<file path="config.mk">
export PLATFORM = sky130hd
export DESIGN_NAME = alu_issue_arbiter
export DESIGN_NICKNAME = d
export VERILOG_FILES = /design/src/rtl/alu_pkg.sv /design/src/rtl/alu_issue_arbiter_rr_arb2.sv /design/src/rtl/alu_issue_arbiter.sv
export SDC_FILE = /design/constraint.sdc
export NUM_CORES = 1
export LEC_CHECK = 0
export CORE_MARGIN = 3
export CORE_UTILIZATION = 39
export DETAILED_ROUTE_END_ITERATION = 10
export PLACE_DENSITY = 0.86
export RECOVER_POWER = 25
export SLEW_MARGIN = 10
export SYNTH_ARGS = -nofsm -noshare
export SYNTH_HDL_FRONTEND = slang
export SYNTH_SLANG_ARGS = --single-unit
</file>
<file path="constraint.sdc">
create_clock -name clk -period 7.4 [get_ports clk]
set_clock_uncertainty 0.1 [all_clocks]
set_input_delay 1.48 -clock clk [delete_from_list [all_inputs] [get_ports clk]]
set_output_delay 1.48 -clock clk [all_outputs]
set_load 0.005 [all_outputs]
</file>
<file path="src/rtl/alu_pkg.sv">
// Shared ALU definitions: datapath widths, opcode encodings and the result-slot state type
// used by the ALU, instruction decode and the issue arbiter.
package alu_pkg;

    localparam int DATA_W = 8;
    localparam int CTRL_W = 3;
    localparam int CNT_W  = 8;

    localparam logic [CTRL_W-1:0] ALU_ADD = 3'b000;
    localparam logic [CTRL_W-1:0] ALU_SUB = 3'b001;
    localparam logic [CTRL_W-1:0] ALU_AND = 3'b010;
    localparam logic [CTRL_W-1:0] ALU_OR  = 3'b011;
    localparam logic [CTRL_W-1:0] ALU_XOR = 3'b100;
    localparam logic [CTRL_W-1:0] ALU_SHL = 3'b101;
    localparam logic [CTRL_W-1:0] ALU_INC = 3'b110;
    localparam logic [CTRL_W-1:0] ALU_PASS = 3'b111;

    // Result slot occupancy; EMPTY means rsp_valid is low.
    typedef enum logic {
        RSP_EMPTY = 1'b0,
        RSP_FULL  = 1'b1
    } rsp_state_t;

endpackage

</file>
<file path="src/rtl/alu_issue_arbiter_rr_arb2.sv">
// Two-way round-robin grant logic; purely combinational, one-hot output.
module rr_arb2 (
    input  logic       valid0,
    input  logic       valid1,
    input  logic       last,
    input  logic       en,
    output logic [1:0] gnt
);

    always_comb begin
        // NOTE: gnt gets a default before any branch so no path leaves it unassigned and no latch is inferred.
        gnt = 2'b00;
        if (en) begin
            // On contention the requester that did not win last time goes first.
            if (valid0 && valid1) begin
                gnt = last ? 2'b01 : 2'b10;
            end else begin
                gnt = {valid1, valid0};
            end
        end
    end

endmodule

</file>
<file path="src/rtl/alu_issue_arbiter.sv">
// Shares one combinational ALU between two requesters: round-robin issue, a one-entry
// result register tagged with the requester ID, and saturating per-requester grant counters.
module alu_issue_arbiter #(
    parameter int DATA_W = alu_pkg::DATA_W,
    parameter int CTRL_W = alu_pkg::CTRL_W,
    parameter int CNT_W  = alu_pkg::CNT_W
) (
    input  logic              clk,
    input  logic              rst,

    input  logic              req0_valid,
    output logic              req0_ready,
    input  logic [DATA_W-1:0] req0_a,
    input  logic [DATA_W-1:0] req0_b,
    input  logic [CTRL_W-1:0] req0_ctrl,

    input  logic              req1_valid,
    output logic              req1_ready,
    input  logic [DATA_W-1:0] req1_a,
    input  logic [DATA_W-1:0] req1_b,
    input  logic [CTRL_W-1:0] req1_ctrl,

    output logic [DATA_W-1:0] alu_a,
    output logic [DATA_W-1:0] alu_b,
    output logic [CTRL_W-1:0] alu_ctrl,
    input  logic [DATA_W-1:0] alu_out,
    input  logic              alu_cout,

    output logic              rsp_valid,
    input  logic              rsp_ready,
    output logic [DATA_W-1:0] rsp_data,
    output logic              rsp_cout,
    output logic              rsp_id,

    output logic [CNT_W-1:0]  gnt_cnt0,
    output logic [CNT_W-1:0]  gnt_cnt1
);

    import alu_pkg::*;

    rsp_state_t state_q;
    rsp_state_t state_d;
    logic       rr_last;
    logic       slot_free;
    logic       grant_en;
    logic       grant;
    logic       win_id;
    logic [1:0] gnt;

    function automatic logic [CNT_W-1:0] sat_inc(input logic [CNT_W-1:0] v);
        return (&v) ? v : v + CNT_W'(1);
    endfunction

    // A full slot can still take a new result in the cycle the consumer drains it.
    assign slot_free = (state_q == RSP_EMPTY) || rsp_ready;
    assign grant_en  = slot_free && !rst;

    rr_arb2 u_rr_arb2 (
        .valid0 (req0_valid),
        .valid1 (req1_valid),
        .last   (rr_last),
        .en     (grant_en),
        .gnt    (gnt)
    );

    assign req0_ready = gnt[0];
    assign req1_ready = gnt[1];
    assign grant      = |gnt;
    assign win_id     = gnt[1];
    assign rsp_valid  = (state_q == RSP_FULL);

    // Zeros when idle keep the ALU inputs defined and quiet.
    always_comb begin
        alu_a    = '0;
        alu_b    = '0;
        alu_ctrl = '0;
        unique case (gnt)
            2'b01: begin
                alu_a    = req0_a;
                alu_b    = req0_b;
                alu_ctrl = req0_ctrl;
            end
            2'b10: begin
                alu_a    = req1_a;
                alu_b    = req1_b;
                alu_ctrl = req1_ctrl;
            end
            default: ;
        endcase
    end

    always_comb begin
        state_d = state_q;
        if (grant) begin
            state_d = RSP_FULL;
        end else if ((state_q == RSP_FULL) && rsp_ready) begin
            state_d = RSP_EMPTY;
        end
    end

    // NOTE: state registers use non-blocking assignments so every flop samples pre-edge values.
    always_ff @(posedge clk) begin
        if (rst) begin
            state_q  <= RSP_EMPTY;
            rr_last  <= 1'b1;
            // NOTE: the result payload is a few flops, so it is reset explicitly; a wide storage array would not be.
            rsp_data <= '0;
            rsp_cout <= 1'b0;
            rsp_id   <= 1'b0;
            gnt_cnt0 <= '0;
            gnt_cnt1 <= '0;
        end else begin
            state_q <= state_d;
            if (grant) begin
                rsp_data <= alu_out;
                rsp_cout <= alu_cout;
                rsp_id   <= win_id;
                rr_last  <= win_id;
            end
            if (gnt[0]) begin
                gnt_cnt0 <= sat_inc(gnt_cnt0);
            end
            if (gnt[1]) begin
                gnt_cnt1 <= sat_inc(gnt_cnt1);
            end
        end
    end

endmodule

</file>
==> impl_metrics.csv <==
group,metric,value,unit
layout,fill_cells,334,
clock_network,cts_setup_buffers,0,
worst_setup_path,start_kind,"primary input",
clock_network,cts_hold_buf,0,
grt,grt_pass1_wl,7.29,mm
yosys,synthTopCellsByCount,"28 x dfxtp_1, 19 x a22oi_1, 19 x nor2b_1, 14 x nor2_1, 13 x a21oi_1",
worst_setup_path,crit_type,"in -> out",
yosys,synth_adder_area_share,4.05,%
yosys,netlist.area_leader.share,36.3,%
yosys,synth_nets,238,
worst_setup_path,crit_chain,"clkdlybuf4s50_1 -> buf_4 -> inv_1 -> nand4_1 -> inv_1 -> ha_1 -> a22oi_1 -> nor2b_1 -> clkdlybuf4s50_1",
clock_network,htreeDepth,1,
floorplanning,die_w,68.9,µm
worst_setup_path,end_kind,"primary output",
clock_network,clock_latency,0.27,ns
yosys,synth.most_common_cell,"dfxtp_1",
timing,period_share,84.3,%
yosys,ys_seq_elements,28,
layout,fin_area,2620,µm²
worst_setup_path,worstPathRequired,5.82,ns
floorplanning,num_rows,22,
yosys,synthXorXnorAreaFrac,0,%
yosys,synth_edf_count,0,
grt,busiest_layer,"met2",
floorplanning,io_pins,100,
grt,grt_overflow,0,
drt,drc_errors,0,
yosys,synthSimpleGateAreaFrac,25.3,%
grt,met3_usage,6.65,%
yosys,synth_ff_type,"dfxtp_1",
clock_network,cts.sinks,28,
worst_setup_path,worstPathMaxFanout,23,
grt,grt_use_met1,23.7,%
grt,use_met2,33.9,%
clock_network,cts-buffers-inserted,3,
job,cap_violations,0,
yosys,synth_top_family_by_area,"simple AND/OR/NAND/NOR gates",
timing,max_freq,0.160,GHz
pwr,power_density,139,nW/µm²
grt,grt_pass1_vias,1655,
yosys,synth_top_cells_by_area,"dfxtp_1 36%, a22oi_1 9.2%, nor2b_1 7.7%",
timing,final.min_clock_period,6.24,ns
floorplanning,die_y,68.9,µm
yosys,avgSynthCellArea,8.54,µm²
clock_network,path_clk_slew,0.10,ns
grt,grt_max_degree,24,
placed_design,gp_congestion,0.776,
yosys,synthArstFlopShare,0,%
drt,first_pass_iters,6,
worst_setup_path,arrival,4.66,ns
placed_design,placed_area,2550,µm²
floorplanning,dieArea,4750,µm²
yosys,syn_area,1550,µm²
layout,fin_nets,331,
drt,wire_per_inst,14.5,µm
clock_network,cts_max_path_buffers,2,
status,status,"finished, final reports clean",
drt,ant_nets,0,
yosys,netlist_instances,181,
floorplanning,initial_core_util,41.3,%
min_path,hp-class,"reg -> reg",
timing,setup_viol,0,
yosys,synth_area_leader_cell,"dfxtp_1",
timing,finalSetupTns,0,ns
grt,grtUsageTotal,20.2,%
timing,maxSlewViolCount,0,
yosys,ys_types,33,
pwr,p_leak,0.965,nW
clock_network,cts_tree,"done",
clock_network,cts-root-buf,"clkbuf_8",
floorplanning,core_area,3740,µm²
yosys,synth.area.mux_share,5.83,%
yosys,ys_warn_count,0,
timing,tightest_slew,0.691,ns
clock_network,post_cts_resized,0,
timing,slew_headroom,53.9,%
grt,antenna_found_initial,0,
layout,final_util,70.1,%
drt,via_per_inst,5.59,
yosys,synth-compound-area-share,23.9,%
layout,syn2layout_area_growth,69.7,%
placed_design,portBuffers,99,
pwr,vdd_drop_max,0.0000700,V
timing,hold_viol_final,0,
layout,antennaDiodeCount,0,
yosys,synth-seq-area-share,36.3,%
drt,totalWireLength,4.64,mm
drt,vias,1794,
drt,dr.first_iter.drc_count,89,
worst_setup_path,cp_slowest_cell,"ha_1",
timing,rsz0062_at_grt,"false",
placed_design,place_hpwl,3.60,mm
layout,drive_gt1_share,2.93,%
worst_setup_path,cp_slowest_stage_delay,0.64,ns
## kinds of logic after synthesis
logic type,Yosys count
AO/OA/AOI/OAI,53
adder cells (fa/ha/maj),5
buffers and inverters,17
flip-flops,28
multiplexers,9
AND/OR/NAND/NOR,69
## layer usage
metal  part of all wire, %  routed length, µm
met3                   9.7                452
met5                     0                  0
met4                   1.2                 55
met2                    49               2250
met1                    40               1880
## flip-flops by register name (all words and copies together), names as in the netlist
signal,count
rsp_id,1
rsp_valid,1
gnt_cnt0,8
rsp_cout,1
gnt_cnt1,8
rsp_data,8
rr_last,1
## where the power goes
group          switching, mW  total (mW)  leakage (nW)  internal (mW)
clock network         0.0470       0.119        0.0357         0.0724
logic                 0.0319      0.0857         0.702         0.0538
registers            0.00359       0.160         0.228          0.156
## final timing paths
check             startpoint       end  slack [ns]  cells after the start
setup / recovery         rst  alu_b[2]        1.16                      9
setup reg to reg     rr_last    rsp_id        5.22                      5
hold / removal        rsp_id    rsp_id        0.38                      2
hold reg to reg       rsp_id    rsp_id        0.38                      2
## area by class of cell
cell class,count,area (µm²),share of cell area [%]
Clock buffer,3,41.3,1.57
Clock inverter,1,30.0,1.15
Inverter,5,18.8,0.716
Multi-Input combinational cell,136,913,34.8
Sequential cell,28,561,21.4
Tap cell,48,60.1,2.29
Timing Repair Buffer,100,998,38.1
## critical path: cells and delay by family
kind / cells / cell delay [ns]
AOI/OAI and AO/OA: 1 / 0.15
adders and majority gates: 1 / 0.64
buffers and inverters: 5 / 1.71
and+or+nand+nor: 2 / 0.67
## stage by stage
stage | cells | worst slack [ns] | hold WS [ns] | total power, mW
after global routing | 321 | 0.837 | 0.396 | 0.383
after floorplan | 181 | 2.71 | 0.347 | 0.198
after global placement | 317 | 1.32 | 0.356 | 0.250
after detailed placement | 317 | 1.14 | 0.368 | 0.252
after CTS | 321 | 1.12 | 0.384 | 0.370
final | 321 | 1.16 | 0.379 | 0.365
## placed cells by master, fill, tap and decap left out, drive strengths merged, types with 4 or more instances in the layout
cell,netlist,routed
dlygate4sd3,0,19
nand2,8,8
nor2,14,14
dfxtp,28,28
o31ai,4,4
a22oi,19,19
o21ai,4,4
ha,5,5
nand3,8,8
o311ai,5,5
nor2b,19,19
nand4,4,4
mux2i,9,9
o41ai,4,4
inv,5,5
a21oi,13,13
clkdlybuf4s50,0,80
Note: power is estimated with default switching activity, not from simulation.
